[config.mk]
export PLATFORM = sky130hd
export DESIGN_NAME = sev_seg_bcd_converter
export DESIGN_NICKNAME = d
export VERILOG_FILES = /design/src/rtl/sev_seg_bcd_converter.sv
export SDC_FILE = /design/constraint.sdc
export NUM_CORES = 1
export LEC_CHECK = 0
export CORE_MARGIN = 2
export CORE_UTILIZATION = 25
export CTS_CLUSTER_DIAMETER = 40
export DETAILED_ROUTE_END_ITERATION = 10
export PLACE_DENSITY = 0.43
export SYNTH_ARGS = -nofsm -noshare
export SYNTH_HDL_FRONTEND = slang
export SYNTH_SLANG_ARGS = --single-unit
[constraint.sdc]
create_clock -name clk -period 3.15 [get_ports clk]
set_clock_uncertainty 0.05 [all_clocks]
set_input_delay 0.315 -clock clk [delete_from_list [all_inputs] [get_ports clk]]
set_output_delay 0.315 -clock clk [all_outputs]
set_load 0.02 [all_outputs]
[src/rtl/sev_seg_bcd_converter.sv]
// rtl/sev_seg_bcd_converter.sv - binary to packed BCD converter (serial double-dabble) for seven-segment display
module sev_seg_bcd_converter #(
  parameter int IN_WIDTH = 24,
  parameter int DIGITS   = 6
) (
  input  logic                  clk,
  input  logic                  reset_n,
  input  logic                  in_valid,
  output logic                  in_stall,
  input  logic [IN_WIDTH-1:0]   in_data,
  output logic                  out_valid,
  input  logic                  out_stall,
  output logic [4*DIGITS-1:0]   out_bcd,
  output logic                  out_overflow,
  output logic                  busy
);

  localparam int BCD_W = 4 * DIGITS;
  localparam int CNT_W = $clog2(IN_WIDTH + 1);

  // Largest value representable in DIGITS decimal digits, built with shift-adds only.
  function automatic logic [63:0] f_max_value(input int digits);
    logic [63:0] v;
    v = 64'd1;
    for (int i = 0; i < digits; i++) begin
      v = (v << 3) + (v << 1);
    end
    return v - 64'd1;
  endfunction

  localparam logic [63:0] MAX_VALUE = f_max_value(DIGITS);

  typedef enum logic [1:0] {
    S_IDLE    = 2'd0,
    S_CONVERT = 2'd1,
    S_DONE    = 2'd2
  } state_t;

  state_t               r_state;
  state_t               w_next_state;
  logic [IN_WIDTH-1:0]  r_shift;
  logic [BCD_W-1:0]     r_acc;
  logic [CNT_W-1:0]     r_cnt;
  logic                 r_ovf;
  logic [BCD_W-1:0]     r_out_bcd;
  logic                 r_out_ovf;

  logic [BCD_W-1:0]     w_adj;
  logic [BCD_W-1:0]     w_next_acc;
  logic [IN_WIDTH-1:0]  w_next_shift;
  logic                 w_unused_msb;
  logic                 w_accept;
  logic                 w_last_step;
  logic                 w_in_over;

  assign w_accept    = (r_state == S_IDLE) && in_valid;
  assign w_last_step = (r_state == S_CONVERT) && (r_cnt == CNT_W'(1));
  assign w_in_over   = {{(64-IN_WIDTH){1'b0}}, in_data} > MAX_VALUE;

  // Add-3 correction on every accumulator digit that would carry incorrectly after the shift.
  always_comb begin
    w_adj = r_acc;
    for (int d = 0; d < DIGITS; d++) begin
      if (r_acc[4*d +: 4] >= 4'd5) begin
        w_adj[4*d +: 4] = r_acc[4*d +: 4] + 4'd3;
      end
    end
  end

  // One-bit left shift of {accumulator, shift register}; the bit leaving the top digit is dropped.
  assign {w_unused_msb, w_next_acc, w_next_shift} = {w_adj, r_shift, 1'b0};

  // State register.
  always_ff @(posedge clk or negedge reset_n) begin
    if (!reset_n) begin
      r_state <= S_IDLE;
    end else begin
      r_state <= w_next_state;
    end
  end

  // Next-state and handshake outputs, all decoded from the current state.
  always_comb begin
    w_next_state = r_state;
    in_stall     = 1'b1;
    busy         = 1'b0;
    out_valid    = 1'b0;
    case (r_state)
      S_IDLE: begin
        in_stall = 1'b0;
        if (in_valid) begin
          w_next_state = S_CONVERT;
        end
      end
      S_CONVERT: begin
        busy = 1'b1;
        if (r_cnt == CNT_W'(1)) begin
          w_next_state = S_DONE;
        end
      end
      S_DONE: begin
        out_valid = 1'b1;
        if (!out_stall) begin
          w_next_state = S_IDLE;
        end
      end
      default: begin
        w_next_state = S_IDLE;
      end
    endcase
  end

  // Conversion datapath: load on accept, one double-dabble step per CONVERT cycle.
  always_ff @(posedge clk or negedge reset_n) begin
    if (!reset_n) begin
      r_shift <= '0;
      r_acc   <= '0;
      r_cnt   <= '0;
      r_ovf   <= 1'b0;
    end else if (w_accept) begin
      r_shift <= in_data;
      r_acc   <= '0;
      r_cnt   <= CNT_W'(IN_WIDTH);
      r_ovf   <= w_in_over;
    end else if (r_state == S_CONVERT) begin
      r_shift <= w_next_shift;
      r_acc   <= w_next_acc;
      r_cnt   <= r_cnt - CNT_W'(1);
    end
  end

  // Result registers update only on DONE entry so the display stays static otherwise.
  always_ff @(posedge clk or negedge reset_n) begin
    if (!reset_n) begin
      r_out_bcd <= '0;
      r_out_ovf <= 1'b0;
    end else if (w_last_step) begin
      r_out_bcd <= r_ovf ? {DIGITS{4'h9}} : w_next_acc;
      r_out_ovf <= r_ovf;
    end
  end

  assign out_bcd      = r_out_bcd;
  assign out_overflow = r_out_ovf;

endmodule

# After elaboration in Yosys (flattened, before gate mapping)

Cells that the tools add are included.
Widths: inputs -> output; s select.

Output and inout port bits: 28
Register bits after elaboration: 81
Logic and storage cells: 52

Add/sub/neg operators: 7
Order comparisons: 7
Eq/ne operators: 6
Reduce and logical (&&, ||, !) cells: 5
Mux-type cells: 20

Operator list:

| operator             | number |
|---|---|
| $mux 24              | 5 |
| $ge 4x3->1 const B   | 6 |
| $gt 24x20->1 const B | 1 |
| $add 4x2->4 const B  | 5 |
| $mux 4               | 5 |
| $mux 5               | 2 |
| $mux 2               | 3 |
| $pmux 2 s3           | 1 |
| $eq 5x1->1 const B   | 1 |
| $sub 5x1->5 const B  | 1 |
| $ne 2x2->1 const B   | 2 |
| $add 3x2->3 const B  | 1 |
| $mux 1               | 3 |
| $mux 3               | 1 |
| $reduce_and 3->1     | 1 |
| $eq 2x1->1 const B   | 1 |
| $eq 2x2->1 const B   | 1 |
| $logic_and 1x1->1    | 2 |
| $logic_not 2->1      | 1 |
| $ne 2x1->1 const B   | 1 |
| $reduce_bool 2->1    | 1 |

# Logic depth before layout (Yosys ltp)

Depth after elaboration: 4
Mapped depth: 8
Gate-level depth less buffers: 6

# Worst setup path after synthesis

Ideal clock, no wire load.

Path kind: reg2reg
Start point: register r_acc[0]
End point: register r_out_bcd[2] (netlist: out_bcd[2])
Setup time: 83 ps
Buffers on the path: 0
Cell stages (with the launch flop): 7
Setup slack: 1590 ps
Data required time: 3017 ps
Period minus slack after synthesis: 1560 ps
Arrival: 1428 ps
Cell sequence: dfrtp_1 -> inv_1 -> ha_1 -> nand2b_1 -> a21oi_1 -> mux2_2 -> o21ai_0

Longest elaborated chain between the ends: 3
Elaborated cells between the ends (all ways): 4

Ends and longest elaborated chain:

| what                                             | RTL line | source |
|---|---|---|
| start, declared                                  | 42       | `logic [BCD_W-1:0] r_acc;` |
| start signal, assigned                           | 127      | `r_acc <= w_next_acc;` |
| $add 4x2->4 / $ge 4x3->1 (equally long branches) | 65, 64   |  |
| $mux 4 (*)                                       | 64       | `if (r_acc[4*d +: 4] >= 4'd5) begin` |
| $mux 24 (*)                                      | 138      | `r_out_bcd <= r_ovf ? {DIGITS{4'h9}} : w_next_acc;` |
| end signal, assigned                             | 138      |  |
| end, declared                                    | 45       | `logic [BCD_W-1:0] r_out_bcd;` |

Every way passes the cells marked *; elsewhere a longest branch is shown, timed or not.
A chain may end at the register's enable or synchronous reset.

# Worst setup path after layout

Start point: register r_state[1]
End point: output busy

Longest elaborated chain between the ends: 2

Ends and longest elaborated chain:

| what                   | RTL line | source |
|---|---|---|
| start, declared        | 39       | `state_t r_state;` |
| start signal, assigned | 78       | `r_state <= w_next_state;` |
| $eq 2x1->1             | 88       | `case (r_state)` |
| $mux 1                 | 88       |  |
| end, declared          | 15       | `output logic busy` |

No other way between the ends.

==> impl_metrics.env <==
export IMPL_fin_tns_setup_ps=0
export IMPL_cts_tree="done"
export IMPL_area_growth_pct=26.58
export IMPL_worstHoldPathType="input pin to asynchronous set/reset pin"
export IMPL_ys_top_cells_by_count="81 x dfrtp_1, 75 x nand2_1, 37 x o21ai_0"
export IMPL_fin_nets=482
export IMPL_grt_first_pass_wirelength_um=16440
export IMPL_postCtsHoldBufs=1
export IMPL_syn_cell_area_um2=3884
export IMPL_drt_first_iter_violations=175
export IMPL_worstPathRequired_ps=2780
export IMPL_setup_violations=0
export IMPL_status="completed"
export IMPL_stdcell_count=632
export IMPL_path_delay_family="buffers and inverters"
export IMPL_grt_max_degree=43
export IMPL_crit_path_cell_trace="nand2b_1, inv_4, clkdlybuf4s50_1"
export IMPL_die_area_um2=16550
export IMPL_dp_hpwl_um=6537
export IMPL_slew_headroom_pct=56.65
export IMPL_die_h_um=128.6
export IMPL_cts_setup_buffers=0
export IMPL_io_pins=56
export IMPL_cts_resized=0
export IMPL_grt_pass1_vias=3135
export IMPL_dr_total_vias=3023
export IMPL_coreArea_um2=15200
export IMPL_n_antenna_cell=0
export IMPL_drt_first_pass_iters=4
export IMPL_crit_path_end_kind="primary output"
export IMPL_wl_met1_um=4697
export IMPL_ir_worst_vdd_uv=296.1
export IMPL_power_static_leakage_uw=0.002131
export IMPL_io_buffer_count=55
export IMPL_grt_usage_pct=12.82
export IMPL_powerDensity_nw_per_um2=1066
export IMPL_async_flop_share_pct=100.0
export IMPL_cts_buffer_depth=2
export IMPL_synth_warnings=0
export IMPL_cp_start_kind="register"
export IMPL_worst_slack_ps=720.7
export IMPL_synth_nets=430
export IMPL_wl_per_cell_um=15.54
export IMPL_crit_slowest_cell="clkdlybuf4s50_1"
export IMPL_drcViolationCount=0
export IMPL_drive_above_1_share_pct=9.009
export IMPL_clk_pin_slew_worst_paths_ps=60
export IMPL_synth_seq_cells=81
export IMPL_synth_top_cell_by_area="dfrtp_1"
export IMPL_finalCriticalPeriod_ps=2429
export IMPL_wl_met3_um=443
export IMPL_viasPerCell=4.783
export IMPL_ctsRootBufferMaster="clkbuf_16"
export IMPL_ant_nets=0
export IMPL_clock_fmax_mhz=411.6
export IMPL_cp_max_fo=41
export IMPL_antenna_found_initial=0
export IMPL_dp_cells=616
export IMPL_finalHoldViolCount=0
export IMPL_synth_top_area_share_pct=52.19
export IMPL_fillers=1600
export IMPL_post_route_period_util_pct=77.12
export IMPL_worstMarginPinSlew_ps=648.7
export IMPL_syn_avg_cell_area_um2=10.01
export IMPL_synth_edf_count=0
export IMPL_cts_buffers=9
export IMPL_synth_most_common_cell="dfrtp_1"
export IMPL_path_class="register to primary output"
export IMPL_die_w_um=128.6
export IMPL_pre_cts_ws_ps=992.5
export IMPL_rows=45
export IMPL_synth_distinct_cells=41
export IMPL_finalMaxSlewViolations=0
export IMPL_rsz0062_at_grt="no"
export IMPL_critPathArrivalTime_ps=2060
export IMPL_clock_latency_ps=340
export IMPL_overflow=0
export IMPL_critPathBufInv=2
export IMPL_netlist_instances=388
export IMPL_cts_num_sinks=81
export IMPL_top_layer_used="met4"
export IMPL_slowest_delay_ps=700
export IMPL_start_util_pct=25.55
export IMPL_synth_seq_area_share_pct=52.19
export IMPL_wl_um=9820
export IMPL_drv_cap=0
export IMPL_ys_flop_type="dfrtp_1"
export IMPL_htreeDepth=3
export IMPL_met2_wirelength_um=4588
export IMPL_gp_congestion=0.7302
export IMPL_synthTopCellsByArea="dfrtp_1 52%, nand2_1 7.2%, o21ai_0 4.8%"
## routing by layer
layer	GRT usage (%)	up-vias
met5	0	-
met4	3.900	0
met3	3.326	8
met2	20.76	57
met1	16.88	1482
li1	-	1476
## through the flow
stage	hold WS [ps]	total power [uW]	instance area, um2	util (%)
floorplan	-30.59	3368	3884	-
global placement	253.9	4040	4573	30.08
detailed placement	253.0	4095	4573	30.08
CTS	427.8	5310	4916	32.34
global route	447.0	5705	4916	32.34
finish	421.3	5241	4916	32.34
## cell families (layout without fill, tap and decap cells)
logic type / after synthesis / in the layout / share of synthesized area [%]
muxes: 6 / 6 / 1.579
xor gates and xnor gates: 8 / 8 / 1.804
AOI/OAI and AO/OA: 103 / 103 / 17.27
adders and majority gates: 14 / 14 / 4.510
buffers and inverters: 37 / 93 / 5.155
DFF: 81 / 81 / 52.19
and+or+nand+nor: 139 / 139 / 17.49
## power breakdown
group / leakage [uW] / internal (uW) / switching, uW
Sequential: 0.00102 / 1500 / 349
Clock: 0.000161 / 767 / 420
Combinational: 0.000951 / 943 / 1270
Total: 0.00213 / 3210 / 2040
## sequential cells by signal (all words and copies together) (netlist names)
register	count
out_bcd	24
r_acc	24
r_shift	24
r_cnt	5
r_state	2
out_overflow	1
r_ovf	1
## path summary, 6_finish.rpt
check / start / to / slack (ps) / cells past startpoint
min in group clk: out_overflow / out_overflow / 430 / 2
min: reset_n / r_acc[23] / 420 / 2
max: r_state[1] / busy / 720 / 3
min reg2reg: out_overflow / out_overflow / 430 / 2
max reg2reg: r_state[1] / out_bcd[18] / 1010 / 5
max in group asynchronous: reset_n / r_shift[12] / 1890 / 3
## layout by cell type (no fill, tap or decap), types with 7 or more instances in the layout
cell type / count
dfrtp_1: 81
clkbuf_16: 9
nor2_1: 15
nand2b_1: 7
nand2_1: 75
inv_1: 16
ha_1: 14
o21ai_0: 37
nand3_1: 11
clkdlybuf4s50_1: 54
a22oi_1: 22
nor3_1: 9
a21oi_1: 16
xnor2_1: 7
## area by class of cell
cell class,instances,area (um2),area share [%]
clock inverter,6,107.6,2.189
tap,188,235.2,4.785
multi-input combinational,270,1659,33.75
clock buffer,9,225.2,4.581
inverter,17,66.31,1.349
timing repair buffer,61,595.6,12.12
sequential,81,2027,41.23
Note: power is estimated with default switching activity, not from simulation.
